## config.mk

```make
export PLATFORM = sky130hd
export DESIGN_NAME = regfile_wb_arbiter
export DESIGN_NICKNAME = d
export VERILOG_FILES = /design/src/rtl/regfile_wb_arbiter.sv
export SDC_FILE = /design/constraint.sdc
export NUM_CORES = 1
export LEC_CHECK = 0
export CORE_MARGIN = 2
export CORE_UTILIZATION = 30
export CTS_BUF_LIST = sky130_fd_sc_hd__clkbuf_2
export DETAILED_ROUTE_END_ITERATION = 8
export MAX_ROUTING_LAYER = met4
export PLACE_DENSITY = 0.56
export REMOVE_ABC_BUFFERS = 1
export SLEW_MARGIN = 40
export SYNTH_ARGS = -nofsm -noshare
export SYNTH_HDL_FRONTEND = slang
export SYNTH_SLANG_ARGS = --single-unit
export TNS_END_PERCENT = 100
```

## constraint.sdc

```tcl
create_clock -name clk -period 6.9 [get_ports clk]
set_input_delay 0.69 -clock clk [delete_from_list [all_inputs] [get_ports clk]]
set_output_delay 0.69 -clock clk [all_outputs]
set_load 0.02 [all_outputs]
```

## src/rtl/regfile_wb_arbiter.sv

```systemverilog
// Write-back arbiter for the single register-file write port, with a deferred ALU write queue
// and a load scoreboard that gates instruction issue on RAW/WAW hazards.
module regfile_wb_arbiter #(
  parameter int unsigned DW     = 64,
  parameter int unsigned QDEPTH = 2
) (
  input  logic          clk,
  input  logic          rst,
  input  logic          issue_valid,
  input  logic          issue_is_load,
  input  logic [4:0]    issue_rd,
  input  logic [4:0]    issue_rs1,
  input  logic [4:0]    issue_rs2,
  output logic          issue_ready,
  input  logic          alu_valid,
  input  logic [4:0]    alu_rd,
  input  logic [DW-1:0] alu_data,
  input  logic          lsu_valid,
  input  logic [4:0]    lsu_rd,
  input  logic [DW-1:0] lsu_data,
  output logic          rf_wen,
  output logic [4:0]    rf_rd,
  output logic [DW-1:0] rf_wdata,
  output logic [31:0]   busy,
  output logic          err
);

  localparam int unsigned PW = (QDEPTH > 1) ? $clog2(QDEPTH) : 1;
  localparam int unsigned CW = $clog2(QDEPTH + 1);

  logic          r_rf_wen;
  logic [4:0]    r_rf_rd;
  logic [DW-1:0] r_rf_wdata;
  logic [31:0]   r_busy;
  logic          r_err;

  logic [4:0]    r_q_rd   [QDEPTH];
  logic [DW-1:0] r_q_data [QDEPTH];
  logic [PW-1:0] r_wr_ptr;
  logic [PW-1:0] r_rd_ptr;
  logic [CW-1:0] r_count;

  logic              w_q_empty;
  logic              w_q_full;
  logic              w_q_nearfull;
  logic [QDEPTH-1:0] w_q_vld;
  logic              w_sel_lsu;
  logic              w_sel_q;
  logic              w_sel_alu;
  logic              w_pop;
  logic              w_push_req;
  logic              w_push;
  logic              w_wen;
  logic [4:0]        w_wr_rd;
  logic [DW-1:0]     w_wr_data;
  logic              w_err_set;
  logic              w_sb_set;
  logic [31:0]       w_busy_d;
  logic [2:0][4:0]   w_src;
  logic              w_hazard;

  assign w_q_empty    = (r_count == '0);
  assign w_q_full     = (r_count == CW'(QDEPTH));
  assign w_q_nearfull = (r_count >= CW'(QDEPTH - 1));

  // Entry k is live when its distance from the read pointer is below the count.
  always_comb begin
    w_q_vld = '0;
    for (int k = 0; k < QDEPTH; k++) begin
      w_q_vld[k] = (CW'(PW'(PW'(k) - r_rd_ptr)) < r_count);
    end
  end

  assign w_sel_lsu = lsu_valid;
  assign w_sel_q   = !lsu_valid && !w_q_empty;
  assign w_sel_alu = !lsu_valid && w_q_empty && alu_valid;
  assign w_pop     = w_sel_q;

  // Any ALU result that misses the port is queued so ALU writes retire in order.
  assign w_push_req = alu_valid && (alu_rd != 5'd0) && !w_sel_alu;
  assign w_push     = w_push_req && (!w_q_full || w_pop);

  always_comb begin
    w_wen     = 1'b0;
    w_wr_rd   = 5'd0;
    w_wr_data = '0;
    if (w_sel_lsu) begin
      w_wen     = (lsu_rd != 5'd0);
      w_wr_rd   = lsu_rd;
      w_wr_data = lsu_data;
    end else if (w_sel_q) begin
      w_wen     = 1'b1;
      w_wr_rd   = r_q_rd[r_rd_ptr];
      w_wr_data = r_q_data[r_rd_ptr];
    end else if (w_sel_alu) begin
      w_wen     = (alu_rd != 5'd0);
      w_wr_rd   = alu_rd;
      w_wr_data = alu_data;
    end
  end

  assign w_err_set = (lsu_valid && (lsu_rd != 5'd0) && !r_busy[lsu_rd]) ||
                     (w_push_req && !w_push) ||
                     (alu_valid && lsu_valid && w_q_full);

  assign w_sb_set = issue_valid && issue_ready && issue_is_load && (issue_rd != 5'd0);

  // Clear before set so a same-index return and reissue leaves the bit set.
  always_comb begin
    w_busy_d = r_busy;
    if (lsu_valid) begin
      w_busy_d[lsu_rd] = 1'b0;
    end
    if (w_sb_set) begin
      w_busy_d[issue_rd] = 1'b1;
    end
    w_busy_d[0] = 1'b0;
  end

  assign w_src = {issue_rd, issue_rs2, issue_rs1};

  always_comb begin
    w_hazard = 1'b0;
    for (int j = 0; j < 3; j++) begin
      if (w_src[j] != 5'd0) begin
        if (r_busy[w_src[j]]) begin
          w_hazard = 1'b1;
        end
        if (r_rf_wen && (r_rf_rd == w_src[j])) begin
          w_hazard = 1'b1;
        end
        if (alu_valid && (alu_rd == w_src[j])) begin
          w_hazard = 1'b1;
        end
        for (int k = 0; k < QDEPTH; k++) begin
          if (w_q_vld[k] && (r_q_rd[k] == w_src[j])) begin
            w_hazard = 1'b1;
          end
        end
      end
    end
  end

  // Near-full leaves one slot for an ALU result already in flight.
  assign issue_ready = !w_q_nearfull && !w_hazard;

  always_ff @(posedge clk or negedge rst) begin
    if (!rst) begin
      r_rf_wen   <= 1'b0;
      r_rf_rd    <= 5'd0;
      r_rf_wdata <= '0;
      r_busy     <= '0;
      r_err      <= 1'b0;
      r_wr_ptr   <= '0;
      r_rd_ptr   <= '0;
      r_count    <= '0;
      for (int k = 0; k < QDEPTH; k++) begin
        r_q_rd[k]   <= 5'd0;
        r_q_data[k] <= '0;
      end
    end else begin
      r_rf_wen <= w_wen;
      if (w_wen) begin
        r_rf_rd    <= w_wr_rd;
        r_rf_wdata <= w_wr_data;
      end
      r_busy <= w_busy_d;
      if (w_err_set) begin
        r_err <= 1'b1;
      end
      if (w_push) begin
        r_q_rd[r_wr_ptr]   <= alu_rd;
        r_q_data[r_wr_ptr] <= alu_data;
        r_wr_ptr           <= r_wr_ptr + PW'(1);
      end
      if (w_pop) begin
        r_rd_ptr <= r_rd_ptr + PW'(1);
      end
      r_count <= r_count + CW'(w_push) - CW'(w_pop);
    end
  end

  assign rf_wen   = r_rf_wen;
  assign rf_rd    = r_rf_rd;
  assign rf_wdata = r_rf_wdata;
  assign busy     = r_busy;
  assign err      = r_err;

endmodule

```

==> results.json <==
{
  "hold_path.class": "input pin to asynchronous set/reset pin",
  "final_nets": 1607,
  "cts-root-buf": "clkbuf_2",
  "vias_per_cell": 5.21,
  "synthTopCellsByCount": "244 x dfrtp_1, 139 x mux2_2, 137 x a21oi_1, 105 x o21ai_0, 85 x mux2i_1",
  "wirelength_um": 42700,
  "io_buffers": 261,
  "track_usage_pct": 19.1,
  "setup_viol": 0,
  "drtAntennaViolNets": 0,
  "netlist.top_cell.by_area": "dfrtp_1",
  "grt_pass1_vias": 11174,
  "end_kind": "primary output",
  "synth_cell_types": 61,
  "initial_core_util_pct": 30.2,
  "slew_violations": 0,
  "num_vias": 10871,
  "post-route-period-util_pct": 72.4,
  "setup_tns_ns": 0,
  "max_freq_mhz": 200,
  "wire_per_inst_um": 20.5,
  "grt-ovfl-total": 0,
  "fp-row-count": 77,
  "numCtsBuffers": 73,
  "synth.most_common_cell": "dfrtp_1",
  "rsz0062_at_grt": "false",
  "synth_cells": 1214,
  "dp_hpwl_um": 27700,
  "clk_pin_slew_worst_paths_ns": 0.13,
  "synth_seq_area_share_pct": 45.9,
  "cap_violations": 0,
  "coreArea_mm2": 0.0440,
  "finalClockSkew_ns": 0.105,
  "synth-main-ff-cell": "dfrtp_1",
  "placed_area_mm2": 0.0163,
  "place.gp.congestion": 0.876,
  "die_w_um": 215,
  "outcome": "completed",
  "critical_path_peak_fanout": 38,
  "crit_required_ns": 6.21,
  "peakVddDrop_mv": 0.172,
  "area_growth_pct": 27.2,
  "critPathKind": "register to primary output",
  "clock_path_buffers": 3,
  "start_kind": "register",
  "drive_above_1_share_pct": 21.1,
  "drcViolationCount": 0,
  "antenna_found_initial": 5,
  "dr.pass1.iters": 5,
  "cellPowerDensity_mw_per_mm2": 390,
  "worstSkewPairLatency_ns": 0.95,
  "cp.arrival_ns": 4.31,
  "cts_sinks": 244,
  "worst_slew_pin_slew_ns": 0.788,
  "synth_edf_count": 0,
  "synth_area_mm2": 0.0133,
  "ys_seq_elements": 244,
  "die_y_um": 215,
  "grt_max_degree": 90,
  "synth_top_area_share_pct": 45.9,
  "avgSynthCellArea_um2": 11.0,
  "async_flop_share_pct": 100,
  "fin_crit_ns": 5.00,
  "power_mw": 6.61,
  "yosysWarnings": 0,
  "synthTopCellsByArea": "dfrtp_1 46%, mux2_2 12%, mux2i_1 6.4%",
  "p_leak_nw": 6.74,
  "cts_tree": "yes",
  "drt_iter0_drc": 654,
  "hold_violations": 0,
  "grt_pass1_wl_um": 67000,
  "slew_headroom_pct": 47.3,
  "htreeDepth": 3,
  "fin_area_mm2": 0.0169,
  "ios": 263,
  "die_area_mm2": 0.0461,
  "cts_resized": 0
}
[layout make-up]
type	count	area (µm²)
diodes	4	10.0
clock buffers	100	500
clock inverters	19	143
fillers	4406	27100
inverters	8	30.0
multi-input cells	842	6640
flip-flops and latches	244	6110
well taps	592	741
repair buffers	278	2770
[layer usage]
metal | track usage, % | wire length, µm
met1 | 24.8 | 19000
met3 | 5.02 | 2820
met5 | - | 0
met2 | 29.1 | 19900
met4 | 6.32 | 952
[sequential cells by signal, indices dropped and copies added, names as in the netlist]
register,flops
r_wr_ptr,1
busy,31
r_rd_ptr,1
rf_wen,1
err,1
r_q_rd,10
rf_wdata,64
rf_rd,5
r_q_data,128
r_count,2
[final timing paths]
path	depth (start not counted)	to	slack, ns	startpoint
worst max-delay path	9	issue_ready	1.90	r_rd_ptr
max in group asynchronous	4	r_q_data[101]	5.24	rst
min in group clk	3	rf_wdata[42]	0.36	lsu_valid
worst min register to register	2	rf_wdata[6]	0.48	rf_wdata[6]
worst min-delay path	2	busy[4]	0.32	rst
worst max register to register	8	busy[5]	3.60	r_rd_ptr
[critical path: stages (launching register included)]
cell	delay (ns)
dfrtp_4	0.88
inv_1	0.15
a21oi_1	0.37
nor4_1	0.14
nor4_1	0.49
a32o_1	0.33
o21ai_2	0.07
buf_4	0.25
nor2_1	0.13
clkdlybuf4s50_1	0.62
[report_power, final]
group          internal [mW]  total [mW]  switching (mW)
clock network          0.464        1.12           0.658
registers               2.07        2.60           0.522
logic                   1.47        2.89            1.43
total                   4.01        6.61            2.61
[timing repair]
item,in CTS,in global routing
endpoints found under the hold margin,80,0
setup buffers,0,0
hold buffers,1,0
[layout by cell type, fill, tap and decap left out, types with 4 or more instances in the layout]
cell               n
a221o_1            6
nor3_1             5
nand4_1            8
diode_2            4
a31oi_1            4
nor2b_1            6
nor2_1            10
dfrtp_1          243
or3_1              5
o41ai_1           16
a21oi_1          137
inv_1              8
mux2_1             4
buf_6              4
mux2_2           139
buf_4             11
a211oi_1          71
o41ai_2            9
xnor2_1           29
and3_1             4
mux4_2            20
buf_2              4
clkinv_1           9
nand2b_1           4
clkbuf_2         100
mux2i_1           85
nor4_1             9
nand3b_1           9
o21ai_0          105
clkdlybuf4s50_1  255
or3b_2             4
nand2_1           74
nand3_1           11
xor2_1            30
clkinvlp_4         4
[metrics by stage]
step	instances	hold WS [ns]	setup WS (ns)	utilization (%)
3_5_place_dp	1963	0.470	2.08	37.0
3_3_place_gp	1962	0.460	1.99	36.9
5_1_grt	2087	0.209	1.50	38.5
6_report	2087	0.324	1.90	38.5
4_1_cts	2083	0.187	1.70	38.5
2_1_floorplan	1094	0.394	1.27	-
[logic make-up (layout without fill, tap and decap cells)]
kind of cell             count (synthesis)  count (layout)  synth area share (%)
AO/OA/AOI/OAI                          372             372                  17.6
multiplexers                           248             248                  21.9
flip-flops                             244             244                  45.9
AND/OR/NAND/NOR                        161             161                  6.22
buffers and inverters                  128             405                  4.47
XOR/XNOR                                59              59                  3.88
adder cells (fa/ha/maj)                  1               1                0.0939
other                                    1               5                0.0282
Power figures use the tool's default switching activity.
